===== config.mk =====
export PLATFORM = sky130hd
export DESIGN_NAME = processors_core
export DESIGN_NICKNAME = d
export VERILOG_FILES = /design/src/rtl/processors_pkg.sv /design/src/rtl/processors_lane.sv /design/src/rtl/processors_core.sv
export SDC_FILE = /design/constraint.sdc
export NUM_CORES = 1
export LEC_CHECK = 0
export CORE_UTILIZATION = 45
export CTS_CLUSTER_SIZE = 28
export DETAILED_ROUTE_END_ITERATION = 12
export GPL_ROUTABILITY_DRIVEN = 0
export GPL_TIMING_DRIVEN = 1
export PLACE_DENSITY = 0.7
export SYNTH_ARGS = -nofsm -noshare
export SYNTH_HDL_FRONTEND = slang
export SYNTH_SLANG_ARGS = --single-unit
export TNS_END_PERCENT = 1

===== constraint.sdc =====
create_clock -name clk -period 7.63 [get_ports clk]
set_input_delay 0.763 -clock clk [delete_from_list [all_inputs] [get_ports clk]]
set_output_delay 0.763 -clock clk [all_outputs]
set_load 0.02 [all_outputs]

===== src/rtl/processors_pkg.sv =====
`default_nettype none
// +----------------------------------------------------------------------------+
// | Module      : processors_pkg                                               |
// | Description : Shared constants, FSM state and region encodings, and the    |
// |               switch-to-level decode helpers for the alpha-compositing     |
// |               engine.                                                      |
// | Revision    : 1.0 - initial release                                        |
// +----------------------------------------------------------------------------+
package processors_pkg;

  localparam int IMG_W  = 200;
  localparam int IMG_H  = 200;
  localparam int LANES  = 4;
  localparam int LANE_W = 32;
  localparam int N_VEC  = 10000;

  // Counter limits in the counters' own 8-bit width.
  localparam logic [7:0] X_LAST   = 8'(IMG_W - LANES);
  localparam logic [7:0] Y_LAST   = 8'(IMG_H - 1);
  localparam logic [7:0] X_STEP   = 8'(LANES);
  localparam logic [7:0] HALF_IMG = 8'd100;

  // Foreground channel levels.
  localparam logic [7:0] FG_L0   = 8'd0;
  localparam logic [7:0] FG_L25  = 8'd64;
  localparam logic [7:0] FG_L75  = 8'd191;
  localparam logic [7:0] FG_L100 = 8'd255;

  // Foreground weight in Q8 (256 == fully opaque foreground).
  localparam logic [8:0] A_TD0   = 9'd256;
  localparam logic [8:0] A_TD25  = 9'd192;
  localparam logic [8:0] A_TD75  = 9'd64;
  localparam logic [8:0] A_TD100 = 9'd0;

  typedef enum logic [2:0] {
    ST_IDLE   = 3'd0,
    ST_MARK   = 3'd1,
    ST_EMIT_R = 3'd2,
    ST_EMIT_G = 3'd3,
    ST_EMIT_B = 3'd4,
    ST_DONE   = 3'd5
  } state_e;

  typedef enum logic [2:0] {
    RG_NONE = 3'd0,
    RG_H    = 3'd1,
    RG_V    = 3'd2,
    RG_D    = 3'd3,
    RG_P    = 3'd4
  } region_e;

  // Later assignments win, giving priority 100 > 75 > 25 > 0.
  // The 0 % switch selects the same value as "nothing set".
  function automatic logic [7:0] fg_level(input logic s25, input logic s75,
                                          input logic s100);
    logic [7:0] lvl;
    lvl = FG_L0;
    if (s25)  lvl = FG_L25;
    if (s75)  lvl = FG_L75;
    if (s100) lvl = FG_L100;
    return lvl;
  endfunction

  // Priority TD100 > TD75 > TD25 > TD0; TD0 equals "nothing set".
  function automatic logic [8:0] alpha_level(input logic td25, input logic td75,
                                             input logic td100);
    logic [8:0] a;
    a = A_TD0;
    if (td25)  a = A_TD25;
    if (td75)  a = A_TD75;
    if (td100) a = A_TD100;
    return a;
  endfunction

endpackage
`default_nettype wire


===== src/rtl/processors_lane.sv =====
`default_nettype none
// +----------------------------------------------------------------------------+
// | Module      : processors_lane                                              |
// | Description : Combinational single-lane alpha blend.                       |
// |               out = (a*F + (256-a)*B) >> 8 inside the mask, else B.        |
// | Ports       : fg_i    - foreground level (8b)                              |
// |               bg_i    - background value (8b)                              |
// |               alpha_i - foreground weight, Q8 (9b, 0..256)                 |
// |               inside_i- pixel lies inside the composite region             |
// |               lane_o  - 32-bit lane, value in [7:0], upper bits zero       |
// | Revision    : 1.0 - initial release                                        |
// +----------------------------------------------------------------------------+
module processors_lane
  import processors_pkg::*;
(
  input  logic [7:0]        fg_i,
  input  logic [7:0]        bg_i,
  input  logic [8:0]        alpha_i,
  input  logic              inside_i,
  output logic [LANE_W-1:0] lane_o
);

  logic [8:0]  w_beta;
  logic [16:0] w_fg_term;
  logic [16:0] w_bg_term;
  logic [16:0] w_sum;

  assign w_beta    = 9'd256 - alpha_i;
  assign w_fg_term = 17'(alpha_i) * 17'(fg_i);
  assign w_bg_term = 17'(w_beta) * 17'(bg_i);
  // Weights sum to 256, so w_sum <= 256*255 and the shifted result fits 8 bits.
  assign w_sum     = w_fg_term + w_bg_term;

  always_comb begin
    lane_o = LANE_W'(bg_i);
    if (inside_i) lane_o = LANE_W'(w_sum >> 8);
  end

endmodule
`default_nettype wire


===== src/rtl/processors_core.sv =====
`default_nettype none
// +----------------------------------------------------------------------------+
// | Module      : processors_core                                              |
// | Description : Vector alpha-compositing engine. Composes a switch-selected  |
// |               solid colour over a generated 200x200 background and streams |
// |               4-pixel vectors out one colour plane per cycle.              |
// | Ports       : clk, rst (sync, active-high)                                 |
// |               swInicio             - start request (level)                 |
// |               swIn{R,G,B}{0,25,75,100} - foreground level selects          |
// |               swTD{0,25,75,100}    - transparency degree                   |
// |               swH/swV/swD/swP      - composite region                      |
// |               GPIO[127:0]          - four 32-bit lanes, pixel x0+k in k    |
// |               GPIOEnR/G/B          - plane strobe for GPIO                  |
// |               GPIOEn               - one-cycle frame-start marker           |
// | Config      : PROCESSORS_MASK_EN - honour region switches; when undefined  |
// |               every pixel is composited and swH/swV/swD/swP are ignored.    |
// | Revision    : 1.0 - initial release                                        |
// +----------------------------------------------------------------------------+
module processors_core
  import processors_pkg::*;
(
  input  logic                    clk,
  input  logic                    rst,
  input  logic                    swInicio,
  input  logic                    swInR0,
  input  logic                    swInR25,
  input  logic                    swInR75,
  input  logic                    swInR100,
  input  logic                    swInG0,
  input  logic                    swInG25,
  input  logic                    swInG75,
  input  logic                    swInG100,
  input  logic                    swInB0,
  input  logic                    swInB25,
  input  logic                    swInB75,
  input  logic                    swInB100,
  input  logic                    swTD0,
  input  logic                    swTD25,
  input  logic                    swTD75,
  input  logic                    swTD100,
  input  logic                    swH,
  input  logic                    swV,
  input  logic                    swD,
  input  logic                    swP,
  output logic [LANES*LANE_W-1:0] GPIO,
  output logic                    GPIOEnR,
  output logic                    GPIOEnG,
  output logic                    GPIOEnB,
  output logic                    GPIOEn
);

  // The 0 % / TD0 selects decode to the same value as "no switch set".
  logic w_unused_sel0;
  assign w_unused_sel0 = ^{swInR0, swInG0, swInB0, swTD0};

  state_e     state_q, state_d;
  logic [7:0] x_q, x_d;
  logic [7:0] y_q, y_d;
  logic       armed_q, armed_d;
  logic [7:0] fg_r_q, fg_g_q, fg_b_q;
  logic [8:0] alpha_q;
  logic [LANES*LANE_W-1:0] gpio_q;
  logic       en_r_q, en_g_q, en_b_q, gpioen_q;

  logic       w_start;
  logic       w_last;
  logic       w_emit;
  logic [7:0] w_fg;
  logic [LANES*LANE_W-1:0] w_vec;

  // armed_q requires swInicio to be seen low before a start is accepted,
  // so a start level held through reset or DONE cannot relaunch a frame.
  assign w_start = (state_q == ST_IDLE) && swInicio && armed_q;
  assign w_last  = (x_q == X_LAST) && (y_q == Y_LAST);

  always_comb begin
    state_d = state_q;
    x_d     = x_q;
    y_d     = y_q;
    armed_d = armed_q;
    if (!swInicio)    armed_d = 1'b1;
    else if (w_start) armed_d = 1'b0;
    case (state_q)
      ST_IDLE: begin
        x_d = '0;
        y_d = '0;
        if (w_start) state_d = ST_MARK;
      end
      ST_MARK: begin
        x_d     = '0;
        y_d     = '0;
        state_d = ST_EMIT_R;
      end
      ST_EMIT_R: state_d = ST_EMIT_G;
      ST_EMIT_G: state_d = ST_EMIT_B;
      ST_EMIT_B: begin
        if (w_last) begin
          state_d = ST_DONE;
        end else begin
          state_d = ST_EMIT_R;
          if (x_q == X_LAST) begin
            x_d = '0;
            y_d = y_q + 8'd1;
          end else begin
            x_d = x_q + X_STEP;
          end
        end
      end
      ST_DONE: if (!swInicio) state_d = ST_IDLE;
      default: state_d = ST_IDLE;
    endcase
  end

  always_ff @(posedge clk) begin
    if (rst) begin
      state_q <= ST_IDLE;
      x_q     <= '0;
      y_q     <= '0;
      armed_q <= 1'b0;
    end else begin
      state_q <= state_d;
      x_q     <= x_d;
      y_q     <= y_d;
      armed_q <= armed_d;
    end
  end

  // Switch latch: captured once per run on the start edge.
  always_ff @(posedge clk) begin
    if (rst) begin
      fg_r_q  <= '0;
      fg_g_q  <= '0;
      fg_b_q  <= '0;
      alpha_q <= A_TD0;
    end else if (w_start) begin
      fg_r_q  <= fg_level(swInR25, swInR75, swInR100);
      fg_g_q  <= fg_level(swInG25, swInG75, swInG100);
      fg_b_q  <= fg_level(swInB25, swInB75, swInB100);
      alpha_q <= alpha_level(swTD25, swTD75, swTD100);
    end
  end

`ifdef PROCESSORS_MASK_EN
  region_e region_q;

  always_ff @(posedge clk) begin
    if (rst) begin
      region_q <= RG_NONE;
    end else if (w_start) begin
      if (swP)      region_q <= RG_P;
      else if (swD) region_q <= RG_D;
      else if (swV) region_q <= RG_V;
      else if (swH) region_q <= RG_H;
      else          region_q <= RG_NONE;
    end
  end
`else
  logic w_unused_region;
  assign w_unused_region = ^{swH, swV, swD, swP};
`endif

  // Output data is computed for the plane/vector about to be presented
  // (next-state view) so data and strobe register on the same edge.
  assign w_emit = (state_d == ST_EMIT_R) || (state_d == ST_EMIT_G) ||
                  (state_d == ST_EMIT_B);

  always_comb begin
    case (state_d)
      ST_EMIT_G: w_fg = fg_g_q;
      ST_EMIT_B: w_fg = fg_b_q;
      default:   w_fg = fg_r_q;
    endcase
  end

  for (genvar k = 0; k < LANES; k++) begin : g_lane
    logic [7:0] w_px;
    logic [8:0] w_xy_sum;
    logic [7:0] w_bg;
    logic       w_inside;

    assign w_px     = x_d + 8'(k);
    assign w_xy_sum = {1'b0, w_px} + {1'b0, y_d};

    always_comb begin
      case (state_d)
        ST_EMIT_G: w_bg = y_d;
        ST_EMIT_B: w_bg = 8'(w_xy_sum >> 1);
        default:   w_bg = w_px;
      endcase
    end

`ifdef PROCESSORS_MASK_EN
    always_comb begin
      case (region_q)
        RG_P:    w_inside = 1'b1;
        RG_D:    w_inside = (w_px >= y_d);
        RG_V:    w_inside = (w_px < HALF_IMG);
        RG_H:    w_inside = (y_d < HALF_IMG);
        default: w_inside = 1'b0;
      endcase
    end
`else
    assign w_inside = 1'b1;
`endif

    processors_lane u_lane (
      .fg_i     (w_fg),
      .bg_i     (w_bg),
      .alpha_i  (alpha_q),
      .inside_i (w_inside),
      .lane_o   (w_vec[k*LANE_W +: LANE_W])
    );
  end

  always_ff @(posedge clk) begin
    if (rst) begin
      gpio_q   <= '0;
      en_r_q   <= 1'b0;
      en_g_q   <= 1'b0;
      en_b_q   <= 1'b0;
      gpioen_q <= 1'b0;
    end else begin
      gpioen_q <= (state_d == ST_MARK);
      en_r_q   <= (state_d == ST_EMIT_R);
      en_g_q   <= (state_d == ST_EMIT_G);
      en_b_q   <= (state_d == ST_EMIT_B);
      if (w_emit) gpio_q <= w_vec;
    end
  end

  assign GPIO    = gpio_q;
  assign GPIOEnR = en_r_q;
  assign GPIOEnG = en_g_q;
  assign GPIOEnB = en_b_q;
  assign GPIOEn  = gpioen_q;

endmodule
`default_nettype wire


* Yosys cells after proc, flatten, opt, wreduce, memory -nomap -nowiden *
Index checks and enable logic that the tools add are counted.

word-level totals
  bits in registers = 93
  latch bits = 0
  RAM bits = 0
  bits in read-only memories = 0
  input port bits = 23
  output and inout port bits = 132
  word-level logic and storage cells = 80
  memories kept = 0

cells by class
  $add $sub $neg = 14
  multipliers = 5
  div/mod/pow operators = 0
  magnitude comparators = 0
  equal/unequal tests = 12
  shift operators = 0
  mux-type cells = 29
  bitwise gates (word level) = 0
  reduce and logical (&&, ||, !) cells = 7

operators with widths
  operator             count
  $pmux 8 s2           7
  $mul 9x8->17         5
  $mux 8               10
  $add 17x17->17       4
  $add 8x8->9          4
  $mux 9               3
  $mux 7               3
  $pmux 3 s6           1
  $add 8x1->8 const B  2
  $add 8x2->8 const B  2
  $eq 8x8->1 const B   2
  $eq 3x2->1 const B   4
  $eq 3x3->1 const B   3
  $mux 3               3
  $sub 9x9->9 const A  1
  $add 8x3->8 const B  1
  $eq 3x1->1 const B   2
  $logic_and 1x1->1    3
  $logic_not 3->1      1
  $logic_or 1x1->1     2
  $mux 1               2
  $ne 2x1->1 const B   1
  $reduce_or 2->1      1

* Longest topological paths before layout *
Gate-level depths: netlist of the first run.

  depth after elaboration = 9
  mapped depth = 33
  mapped depth without buffers = 33

* By module *
Synthesis of the first run repeated with hierarchy kept, for this count alone.

second synthesis, totals
  cell total of the unflattened synthesis = 3489
  area total of the unflattened synthesis = 28941.5 um^2

by module, submodules not included
  module                              instances  cells an instance  area each (um^2)  sequential area each (um^2)
  processors_core                     1          1069               8097.8            3223.1
  processors_lane (g_lane[1].u_lane)  1          607                5240.0            0.0
  processors_lane (g_lane[2].u_lane)  1          606                5215.0            0.0
  processors_lane (g_lane[3].u_lane)  1          606                5206.2            0.0
  processors_lane (g_lane[0].u_lane)  1          601                5182.5            0.0

* Least setup slack after synthesis of the first run *
Ideal clock, no wire load.

  path type = flip-flop to flip-flop
  start point = register x_q[3]
  end point = register gpio_q[8] (netlist: GPIO[8])
  library setup time = 0.086 ns
  arrival = 7.038 ns
  data required time = 7.544 ns
  slack = 0.507 ns
  cell stages (with the launch flop) = 30
  buffers on the path = 0
  period minus slack after synthesis = 7.123 ns
  path through = dfxtp_1 > inv_1 > ha_1 > nor4b_4 > nand2_1 > or4_1 > a21oi_1 > ha_1 > a21o_1 > a221oi_1 > nor2_1 > a2111oi_0 > xor2_1 > o21ai_1 > nand2_1 > fa_1 > inv_1 > ha_1 > ha_1 > xnor2_1 > fa_1 > inv_1 > ha_1 > nand3_1 > o211ai_1 > o21ai_0 > nand2b_1 > a21oi_1 > xnor3_1 > a211oi_1

on the way
  longest elaborated chain between the ends = 8
  elaborated cells on any way between the ends = 22
  those cells by class = add/sub: 3; mul: 2; eq/ne: 4; mux: 10; reduce/logical: 3

ends and longest elaborated chain
  what                                                RTL line                                       RTL
  start: declaration                                  processors_core.sv:57                          logic [7:0] x_q, x_d;
  start signal: assignment                            processors_core.sv:117                         x_q <= '0;
  start signal: assignment                            processors_core.sv:122                         x_q <= x_d;
  $eq 8x8->1 (*)                                      processors_core.sv:74, processors_core.sv:101
  $mux 8 / $logic_and 1x1->1 (equally long branches)  processors_core.sv:101, processors_core.sv:74
  $mux 8 (*)                                          processors_core.sv:97                          if (w_last) begin
  $pmux 8 s2 (*)                                      processors_core.sv:83                          case (state_q)
  net y_d[2]                                          processors_core.sv:58                          logic [7:0] y_q, y_d;
  $add 8x8->9                                         processors_core.sv:182                         assign w_xy_sum = {1'b0, w_px} + {1'b0, y_d};
  $pmux 8 s2 (*)                                      processors_core.sv:185                         case (state_d)
  $mul 9x8->17 (*)                                    processors_lane.sv:30                          assign w_bg_term = 17'(w_beta) * 17'(bg_i);
  $add 17x17->17 (*)                                  processors_lane.sv:32                          assign w_sum = w_fg_term + w_bg_term;
  end signal: assignment                              processors_core.sv:227                         if (w_emit) gpio_q <= w_vec;
  end: declaration                                    processors_core.sv:62                          logic [LANES*LANE_W-1:0] gpio_q;

Mark *: on every way through the listed nets, which the timed path passes. The rest lies on a longest branch.
A chain may end at the register's enable or synchronous reset.

* Final worst setup path of the first run *
  start point = register x_q[3]
  end point = register gpio_q[104] (netlist: GPIO[104])

on the way
  longest elaborated chain between the ends = 9
  elaborated cells on any way between the ends = 23
  those cells by class = add/sub: 4; mul: 2; eq/ne: 4; mux: 10; reduce/logical: 3

ends and longest elaborated chain
  what                                                RTL line                                                               RTL
  $add 8x3->8 / $eq 8x8->1 (equally long branches)    processors_core.sv:105, processors_core.sv:74, processors_core.sv:101
  $mux 8 / $logic_and 1x1->1 (equally long branches)  processors_core.sv:101, processors_core.sv:74
  $mux 8                                              processors_core.sv:97
  $pmux 8 s2                                          processors_core.sv:83
  $add 8x2->8                                         processors_core.sv:181                                                 assign w_px = x_d + 8'(k);
  $add 8x8->9                                         processors_core.sv:182
  $pmux 8 s2                                          processors_core.sv:185
  $mul 9x8->17                                        processors_lane.sv:30
  $add 17x17->17                                      processors_lane.sv:32

Several ways; a longest one is shown, not always the timed one.

==> results of run 1 <==
[placed cells by master, fill, tap and decap left out, drive strengths merged, types with 49 or more instances in the layout]
cell type / n
a21oi: 93
buf: 71
clkdlybuf4s50: 53
conb: 92
dfxtp: 69
fa: 66
ha: 178
inv: 184
nand2: 92
nor2: 87
xnor2: 49
[area by class of cell]
type | count | share of cell area
inverters | 185 | 0.0556
multi-input cells | 1073 | 0.692
flip-flops and latches | 69 | 0.111
clock buffers | 11 | 0.0202
repair buffers | 124 | 0.0850
well taps | 324 | 0.0325
clock inverters | 4 | 0.00381
[metal layers]
| metal | track usage | vias to the layer above |
|---|---|---|
| li1 | - | 4658 |
| met1 | 0.293 | 4627 |
| met2 | 0.392 | 321 |
| met3 | 0.0326 | 63 |
| met4 | 0.0905 | 0 |
| met5 | 0 | - |
[power breakdown]
group          total, mW  switching [mW]  internal [mW]  leakage (nW)
Clock              0.433           0.166          0.268         0.147
Combinational      0.383           0.253          0.130          5.54
Sequential         0.391          0.0121          0.379         0.559
Total               1.21           0.431          0.777          6.25
[metrics by stage]
stage | setup slack, ns | total power, mW
2_1_floorplan | 0.507 | 0.690
3_3_place_gp | 0.288 | 0.768
3_5_place_dp | 0.169 | 0.773
4_1_cts | 0.128 | 1.21
5_1_grt | -0.101 | 1.28
6_report | 0.337 | 1.21
[cells in the mapped netlist, drive strengths merged (8+ instances only)]
library cell | number | area share
xor2 | 14 | 0.011
inv | 184 | 0.062
ha | 178 | 0.20
clkbuf | 39 | 0.013
a21oi | 93 | 0.042
a211oi | 23 | 0.016
o21a | 9 | 0.0061
or3 | 12 | 0.0067
buf | 101 | 0.067
o21ai | 48 | 0.022
nand2b | 19 | 0.011
nor2 | 87 | 0.031
a21o | 22 | 0.015
xnor2 | 49 | 0.039
dfxtp | 69 | 0.12
nor2b | 21 | 0.012
nand2 | 92 | 0.031
nand3 | 30 | 0.013
a31oi | 8 | 0.0045
nand4 | 9 | 0.0064
fa | 66 | 0.12
and3 | 10 | 0.0056
o211ai | 11 | 0.0074
and2 | 31 | 0.017
nor3 | 39 | 0.018
[repair_timing]
| item | in CTS | in global routing |
|---|---|---|
| resized for setup | 0 | 37 |
| hold buffers | 0 | 0 |
| buffers inserted | 0 | 5 |
| setup endpoints to repair | 0 | 5 |
[how the worst min path moves through the flow]
stage	startpoint	endpoint	cells after the start
2_1_floorplan	alpha_q[7]	alpha_q[7]	2
3_3_place_gp	GPIO[97]	GPIO[97]	2
3_5_place_dp	GPIO[64]	GPIO[64]	2
4_1_cts	GPIO[64]	GPIO[64]	2
5_1_grt	GPIO[64]	GPIO[64]	2
6_report	GPIO[64]	GPIO[64]	2
[worst max-delay path: cells and delay by family, from the launching register on]
kind / cells / cell delay, ns
AO/OA/AOI/OAI: 8 / 1.40
XOR/XNOR: 3 / 0.70
adder cells (fa/ha/maj): 7 / 2.38
buffers and inverters: 8 / 0.90
flip-flops: 1 / 0.31
AND/OR/NAND/NOR: 8 / 1.51
[registers in the layout (all words and copies together), names as in the netlist]
register	count
y_q	8
alpha_q	3
GPIOEnR	1
fg_g_q	2
GPIOEnG	1
GPIO	36
GPIOEnB	1
x_q	8
GPIOEn	1
state_q	3
fg_b_q	2
fg_r_q	2
armed_q	1
[cells by family after synthesis]
kind of cell / Yosys count / synth area share
xor+xnor: 67 / 0.0577
simple gates: 389 / 0.186
flops: 69 / 0.124
buf+inv: 325 / 0.143
mux: 10 / 0.00934
compound gates: 271 / 0.160
fa+ha+maj: 244 / 0.319
other cells: 1 / 0.000337
==> key figures, run 1 <==
Clocking
  – TritonCTS clock tree: yes
  – Clk Latency, worst-skew pair: 0.35 ns
  – Number of buffers created by CTS: 9
  – Clock-pin slew on the worst setup and hold paths: 0.06 ns
  – Clk root buf: clkbuf_16
  – CTS sink cnt: 69
  – H-Tree Level Count: 3
  – CTS Buffer Depth: 2

Place
  – IO Port Bufs: 54
  – DP Cell Count: 1770
  – Area post-placement: 0.0120 mm²
  – DP HPWL: 22700 µm

Finish
  – Reg area: 0.00138 mm²
  – Share of layout cells above drive strength 1: 0.0996
  – Area growth, synth to finish: 12.2%
  – Nets: 1729
  – Footprint of the multi-input gates: ~0.0086 mm²
  – Fin util: 0.515
  – Fin area: 0.0125 mm²
  – # fillers: between 2000 and 2500
  – Antenna cells: 0
  – Final Instance Count excl. Fillers: about 1800

STA
  – Setup TNS: 0 ns
  – Fin. max-slew vios: 0
  – Fin. Hold Viols: 0
  – Hold WS: roughly 0.45 ns
  – Final worst-path cycle share: 0.956
  – Final setup viols: 0
  – Layout Skew: 0.00690 ns
  – Unrepaired setup endpoints after global routing: true
  – Period minus WS final: 7.29 ns
  – Slew headroom: 0.239
  – F_max: 137 MHz
  – Worst-Margin Slew: 1.13 ns

Synth
  – Synth warn: 0
  – Ys flop type: dfxtp_1
  – Count of cell types in the netlist: 90
  – Number of synthesized flops with an enable pin: 0
  – Mapped cell area: 0.0111 mm²
  – Post-synthesis register bit count: 69
  – Avg Cell Area, Syn: around 8.1 µm²
  – Sequential share of the synthesized area: 0.124
  – FFs w/ async S/R, synth: 0
  – Mapped Cells: roughly 1400

Detailed routing
  – Routed vias/inst: 5.40
  – Vias: 9669
  – Final ANT Viol Nets: 0
  – DR WL met3: roughly 1600 µm
  – Metal2 WL: roughly 14000 µm
  – Pre-antenna DRT Iters: 7
  – M1 WL: approximately 13000 µm
  – Final wirelength: 28600 µm
  – DRT iter0 DRCs: 488
  – Top Metal Used: met4
  – Per-cell routed wire length: approximately 16 µm
  – DRC Markers: 0

Die
  – Die area: around 0.025 mm²
  – Core area: 0.0242 mm²
  – # IOs: 155
  – Initial Util: 0.459
  – Row count: 57
  – Chip Width: 159 µm
  – Die height: ~160 µm

Critical path
  – CP required: between 7 and 8 ns
  – Reg2reg end: GPIO[104]
  – R2R setup slack: 0.34 ns
  – R2R cell count: 34
  – Largest fanout on the critical path: 8
  – Critical path startpoint category: flop
  – CP arrival: 7.56 ns
  – Kind of critical path: flop to flop
  – Reg-to-reg critical path startpoint: x_q[3]
  – Critical-path top delay cell: fa_1
  – Crit path from: x_q[3]
  – Critical Path End: GPIO[104]
  – Slowest stage delay, CP: about 0.56 ns
  – CP endpoint kind: flop

Global routing
  – Gr usage total: 0.230
  – Global-route wire length before repair: 46900 µm
  – Initial antenna violation count: 0
  – Pin count of the biggest net entering global routing: 68
  – Gr ovfl total: 0
  – Vias in the first global route: between 9000 and 10000

Power and ir drop
  – LEAKAGE: between 6 and 7 nW
  – Power Density: 96.8 mW/mm²
  – VDD IR max: between 0.09 and 0.1 mV

Run status
  – Outcome: finished, final reports clean

Hold path
  – Hold Crit Class: flop to flop

Job
  – Max cap viols: 0
Power figures use the tool's default switching activity.
==> inputs of run 2 (changes only) <==
--- a/config.mk
+++ b/config.mk
@@ -5,6 +5,7 @@
 export SDC_FILE = /design/constraint.sdc
 export NUM_CORES = 1
 export LEC_CHECK = 0
+export ABC_AREA = 1
 export CORE_UTILIZATION = 45
 export CTS_CLUSTER_SIZE = 28
 export DETAILED_ROUTE_END_ITERATION = 12
==> run 2 against run 1 <==
  * Synthesized cell count up 11%
  * Via count down 2.9%
  * Non-clock buffer count down 56
  * Global-route usage down 1.1 points
  * Critical path depth up 1
  * Maximum frequency up 3.2%
  * Core utilization down 1.5 points
  * Power up 16%
  * Final cell count up 5.8%
  * Largest power group is now combinational cells
==> key figures, run 2 <==
Critical path
  – CP endpoint kind: flop (unchanged)
  – Largest fanout on the critical path: 8 (unchanged)
  – CP required: 7.90 ns (about the same)
  – Slowest stage delay, CP: 0.56 ns (about the same)
  – Kind of critical path: flop to flop (unchanged)
  – Critical-path top delay cell: fa_1 (unchanged)
  – Most common cell on crit path: ha_1
  – Worst Path Buf+Inv: 5 (was 8)
  – Critical path startpoint category: flop (unchanged)
  – CP delay by family, top: adder cells (unchanged)
  – CP arrival: 7.34 ns (was 7.56 ns)

Detailed routing
  – Final ANT Viol Nets: 0 (unchanged)
  – Pre-antenna DRT Iters: 5 (was 7)
  – Vias: 9390 (was 9669)
  – Routed vias/inst: 4.96 (was 5.40)
  – DRT iter0 DRCs: 588 (was 488)
  – DRC Markers: 0 (unchanged)
  – Per-cell routed wire length: 13.6 µm (was 16.0 µm)
  – Final wirelength: 25800 µm (was 28600 µm)

STA
  – Hold WS: 0.462 ns (was 0.448 ns)
  – Fin. Hold Viols: 0 (unchanged)
  – Final setup viols: 0 (unchanged)
  – Worst-Margin Slew: 1.13 ns (about the same)
  – Fin. max-slew vios: 0 (unchanged)
  – Final worst-path cycle share: 0.926 (was 0.956)
  – Period minus WS final: 7.06 ns (was 7.29 ns)
  – F_max: 142 MHz (was 137 MHz)
  – Slew headroom: 0.236 (was 0.239)
  – Layout Skew: 0.00939 ns (was 0.00690 ns)

Die
  – Core area: 0.0238 mm² (was 0.0242 mm²)
  – Chip Width: 158 µm (was 159 µm)
  – Die height: 158 µm (was 159 µm)
  – Initial Util: 0.463 (was 0.459)
  – Die area: 0.0251 mm² (was 0.0253 mm²)
  – # IOs: 155 (unchanged)
  – Row count: 56 (was 57)

Finish
  – Area growth, synth to finish: 7.87% (was 12.2%)
  – Commonest cells after routing, fill and taps aside: inv_1 (260), nand2_1 (223), ha_1 (178), nor2_1 (149), conb_1 (92) (was inv_1 (180), ha_1 (178), conb_1 (92), nand2_1 (89), a21oi_1 (87))
  – Nets: 1836 (was 1729)
  – Antenna cells: 0 (unchanged)
  – Final Instance Count excl. Fillers: 1893 (was 1790)
  – Fin area: 0.0119 mm² (was 0.0125 mm²)
  – Commonest non-fill, non-tap cell in the layout: inv_1 (unchanged)
  – Fin util: 0.500 (was 0.515)
  – Share of layout cells above drive strength 1: 0.0737 (was 0.0996)
  – Max reg flops: 36 (unchanged)

Clocking
  – Number of buffers created by CTS: 9 (unchanged)
  – Hold_buf cts: 0 (unchanged)
  – CTS sink cnt: 69 (unchanged)
  – TritonCTS clock tree: yes (unchanged)
  – Clk Latency, worst-skew pair: 0.35 ns (about the same)
  – Clk root buf: clkbuf_16 (unchanged)
  – Clock-pin slew on the worst setup and hold paths: 0.06 ns (about the same)
  – H-Tree Level Count: 3 (unchanged)
  – CTS Buffer Depth: 2 (unchanged)

Global routing
  – Global-route wire length before repair: 42700 µm (was 46900 µm)
  – Pin count of the biggest net entering global routing: 63 (was 68)
  – Gr usage total: 0.218 (was 0.230)
  – Gr ovfl total: 0 (unchanged)
  – Initial antenna violation count: 0 (unchanged)
  – Vias in the first global route: 9020 (was 9495)

Place
  – DP HPWL: 21500 µm (was 22700 µm)
  – IO Port Bufs: 54 (unchanged)
  – DP Cell Count: 1877 (was 1770)
  – Area post-placement: 0.0115 mm² (was 0.0120 mm²)

Power and ir drop
  – Combinational share of power: 0.383 (was 0.317)
  – Switching power total: 0.534 mW (was 0.431 mW)
  – Power Density: 118 mW/mm² (was 96.8 mW/mm²)
  – VDD IR max: 0.101 mV (was 0.0965 mV)
  – LEAKAGE: 6.35 nW (was 6.25 nW)
  – Sw frac: 0.380 (was 0.357)
  – Final Power: 1.40 mW (was 1.21 mW)
  – Clock network fraction of design power: 0.322 (was 0.359)
  – Internal: 0.871 mW (was 0.777 mW)
  – Sequential power share: 0.295 (was 0.324)

Synth
  – Mapped Cells: 1525 (was 1376)
  – Top-area cell type share of the netlist area: 0.202 (was 0.200)
  – Ys flop type: dfxtp_1 (unchanged)
  – Synth area leaders: ha_1 (20%), dfxtp_1 (13%), fa_1 (12%) (was ha_1 (20%), dfxtp_1 (12%), fa_1 (12%))
  – FFs w/ async S/R, synth: 0 (unchanged)
  – Count of cell types in the netlist: 49 (was 90)
  – Avg Cell Area, Syn: 7.21 µm² (was 8.08 µm²)
  – Post-synthesis register bit count: 69 (unchanged)
  – Post-synthesis mux area share: 0 (was 0.00934)
  – Post-Synth Adder-Cell Area: 0.323 (was 0.319)
  – Synth Area in Simple Gates: 0.227 (was 0.186)
  – Synth warn: 0 (unchanged)
  – Compound-Gate Fraction of Synth Area: 0.107 (was 0.160)
  – Synth Area in XOR/XNOR: 0.0430 (was 0.0577)
  – Largest family of logic cells by synthesized area: adder cells (unchanged)
  – Number of synthesized flops with an enable pin: 0 (unchanged)
  – Top-count cell post-synth: inv_1 (unchanged)
  – Most frequent cells after synthesis: inv_1 (260), nand2_1 (223), ha_1 (178), nor2_1 (149), buf_4 (93) (was inv_1 (180), ha_1 (178), buf_4 (96), a21oi_1 (93), nand2_1 (90))
  – Synth area leader: ha_1 (unchanged)
  – Mapped cell area: 0.0110 mm² (was 0.0111 mm²)
  – Sequential share of the synthesized area: 0.126 (was 0.124)

Run status
  – Outcome: finished, final reports clean (unchanged)

Hold path
  – Hold Crit Class: flop to flop (unchanged)

Job
  – Max cap viols: 0 (unchanged)
-- run 2: changes by cell type in the layout (fill, tap and decap cells not counted), sizes merged, moves of 30 or more --
cell / delta
nor2: +78
inv: +95
nand2: +142
and2: -30
xnor2: -31
nand3: +62
buf: -57
-- run 2: worst reg2reg max path, delay by kind of cell (launching register included) --
family	cells	cell delay, ns
fa+ha+maj	8	2.95
simple gates	10	1.48
compound gates	9	1.09
xor+xnor	3	0.54
buf+inv	5	0.50
flops	1	0.42
-- run 2: power groups by stage --
stage	combinational (mW)	sequential (mW)	clock, mW
detailed placement	0.537	0.422	0
finish	0.538	0.414	0.452
floorplan	0.378	0.452	0
CTS	0.542	0.414	0.459
global route	0.605	0.419	0.477
global placement	0.530	0.421	0
-- run 2: final timing paths --
kind                    end  slack (ns)  depth (start not counted)     from
setup / recovery  GPIO[104]        0.57                         35   x_q[2]
hold / removal      armed_q        0.46                          2  armed_q
setup reg to reg  GPIO[104]        0.57                         35   x_q[2]
hold reg to reg     armed_q        0.46                          2  armed_q
-- run 2: routing by layer --
| metal | GRT usage | vias to the layer above | part of all wire |
|---|---|---|---|
| li1 | - | 4751 | - |
| met1 | 0.284 | 4350 | 0.47 |
| met2 | 0.369 | 246 | 0.46 |
| met3 | 0.0318 | 43 | 0.051 |
| met4 | 0.0728 | 0 | 0.024 |
| met5 | 0 | - | 0 |
-- run 2: cells by family (layout without fill, tap and decap cells) --
kind of cell    count (synthesis)  in the layout
other cells                     1             92
xor+xnor                       54             54
flops                          69             69
compound gates                205            205
simple gates                  545            545
fa+ha+maj                     244            244
buf+inv                       407            365
-- run 2: repair_timing --
action	CTS	global route
setup buffers	0	0
setup endpoints to repair	0	4
gates resized for setup	0	4
-- run 2: layout make-up --
| class | instances | area (µm²) |
|---|---|---|
| Fill cell | 2327 | 11900 |
| Clock buffer | 10 | 229 |
| Timing Repair Buffer | 68 | 646 |
| Sequential cell | 69 | 1380 |
| Multi-Input combinational cell | 1140 | 8060 |
| Inverter | 281 | 1060 |
| Tap cell | 319 | 399 |
| Clock inverter | 6 | 87.6 |
-- run 2: per-stage QoR --
stage                     setup TNS [ns]  worst slack (ns)
after CTS                              0             0.340
after detailed placement               0             0.387
final                                  0             0.566
after floorplan                        0              1.31
after global placement                 0             0.535
after global routing             -0.0193           -0.0110
==> inputs of run 3 (changes only) <==
--- a/config.mk
+++ b/config.mk
@@ -15,4 +15,4 @@
 export SYNTH_ARGS = -nofsm -noshare
 export SYNTH_HDL_FRONTEND = slang
 export SYNTH_SLANG_ARGS = --single-unit
-export TNS_END_PERCENT = 1
+export TNS_END_PERCENT = 10
==> results of run 3 <==
No change in the layout: final DEF, timing and power equal those of run 2.
==> RTL change (config.mk and constraints of run 1) <==
The package constant `LANES` goes from 4 to 3.
--- a/src/rtl/processors_pkg.sv
+++ b/src/rtl/processors_pkg.sv
@@ -12,3 +12,3 @@
   localparam int IMG_H  = 200;
-  localparam int LANES  = 4;
+  localparam int LANES  = 3;
   localparam int LANE_W = 32;
Interface: changed (resized GPIO); port bits go from 155 to 123. The function was not compared with the original's and may differ.
==> RTL change against run 1 <==
Critical path depth is 2 lower; area after synthesis fell by 19%; total power shrank 2.0%; combinational power about the same; final area fell by 20%; wire length down 25%; setup slack worse by 24 ps; sequential cell count fell by 9.
==> RTL change: results (changes against run 1) <==
| Metric | Value |
|---|---|
| Reg2reg end | `GPIO[40]` |
| Post-synthesis compound-gate area fraction | `0.1568 (-0.003250)` |
| Grt met2 use | `0.3664 (-0.02517)` |
| Leakage | `5.052 nW (-19%)` |
| Switching share of power | `0.3433 (-0.01341)` |
| Largest register FFs | `27 (-25%)` |
| Worst Hold End | `GPIO[4]` |
| H-tree levels | `3 (unchanged)` |
| Post-synth cell types | `76 (-16%)` |
| Via count | `7667 (-21%)` |
| Finished Layout Cells | `1460 (-18%)` |
| Overall Power | `1.184 mW (-2.0%)` |
| CP max FO | `7 (-1)` |
| Status | `complete, no violations` |
| Hold Crit Class | `flop to flop` |
| Met1 Usage GRT | `0.2941 (+0.001554)` |
| Hpwl dp | `17190 um (-24%)` |
| Largest net degree at the start of global routing | `59 (-13%)` |
| Hold_ws | `446.0 ps (-2.515 ps)` |
| Synth Area per Inst | `7.901 sq um (-2.3%)` |
| Dpl cell area | `0.009565 sq mm (-20%)` |
| Worst Skew | `6.870 ps (-0.03148 ps)` |
| IO buf count | `45 (-17%)` |
| Sequential share of power | `0.287 (-0.037)` |
| Most frequent cells after synthesis | `144 x ha_1, 134 x inv_1, 102 x nand2_1, 87 x nor2_1, 75 x a21oi_1` |
| Met2 wire length | `9873 um (-27%)` |
| GR Util met3 | `0.03099 (-0.001571)` |
| Worst Hold Launch | `GPIO[4]` |
| WL met1 | `9847 um (-22%)` |
| Async SR Flop Fraction | `0 (unchanged)` |
| DRT Wirelength | `21300 um (-25%)` |
| R2r setup slk | `310 ps (-20 ps)` |
| FMAX | `0.1367 GHz (-0.33%)` |
| Arr. time, crit path | `7570 ps (about the same)` |
| Least-Margin Pin Slew | `1107 ps (-27.46 ps)` |
| Initial antenna violation count | `0 (unchanged)` |
| Synth area leaders | `ha_1 20%, dfxtp_1 13%, fa_1 11%, buf_4 5.7%, inv_1 5.6%` |
| Iter 0 DRT Violations | `444 (-9.0%)` |
| Synth Area in XOR/XNOR | `0.06315 (+0.005439)` |
| Placed cells | `1436 (-19%)` |
| Ant diodes | `0 (unchanged)` |
| First-pass GRT wire length | `35490 um (-24%)` |
| Pre-CTS setup slack | `132.1 ps (-36.73 ps)` |
| Share of post-route cells with drive strength above 1 | `0.08452 (-0.01507)` |
| Post-synthesis sequential area ratio | `0.1332 (+0.009042)` |
| TritonRoute pass-1 iters | `5 (-2)` |
| CP startpoint | `x_q[0]` |
| Clock power share | `0.389 (+0.030)` |
| Clock buffer depth | `2 (unchanged)` |
| Total track usage | `0.2208 (-0.008995)` |
| Uppermost layer routed | `met4` |
| Routed wl met3 | `1123 um (-29%)` |
| Mux cell area share after synthesis | `0.01027 (+0.0009333)` |
| Post-synthesis adder-cell area fraction | `0.3109 (-0.008151)` |
| Reg2reg path depth | `32 (-5.9%)` |
| Fill cells | `1922 (-17%)` |
| Worst vdd ir | `107.2 uV (+11%)` |
| Vias in the first global route | `7373 (-22%)` |
RTL change: cell types whose count changed in the layout (fill, tap and decap cells not counted), sizes merged, moves of 10 or more:
cell / delta
xnor2: -14
nand3: -16
a21oi: -18
buf: -33
a211oi: -11
nand2: +10
xor2: +16
ha: -34
inv: -49
conb: -23
fa: -16
RTL change: layout make-up:
class / count / area, sq um / area share
Clock buffer: 12 / 266.5 / 0.02657
Clock inverter: 4 / 70.07 / 0.006986
Inverter: 136 / 510.5 / 0.05090
Multi-Input combinational cell: 901 / 6920 / 0.6900
Sequential cell: 60 / 1207 / 0.1204
Tap cell: 265 / 331.6 / 0.03306
Timing Repair Buffer: 82 / 723.2 / 0.07211
RTL change: timing repair:
action                                  CTS  global route
gates resized for setup                   0            24
hold buffers                              0             0
setup buffers                             0             8
endpoints found under the setup margin    0             5
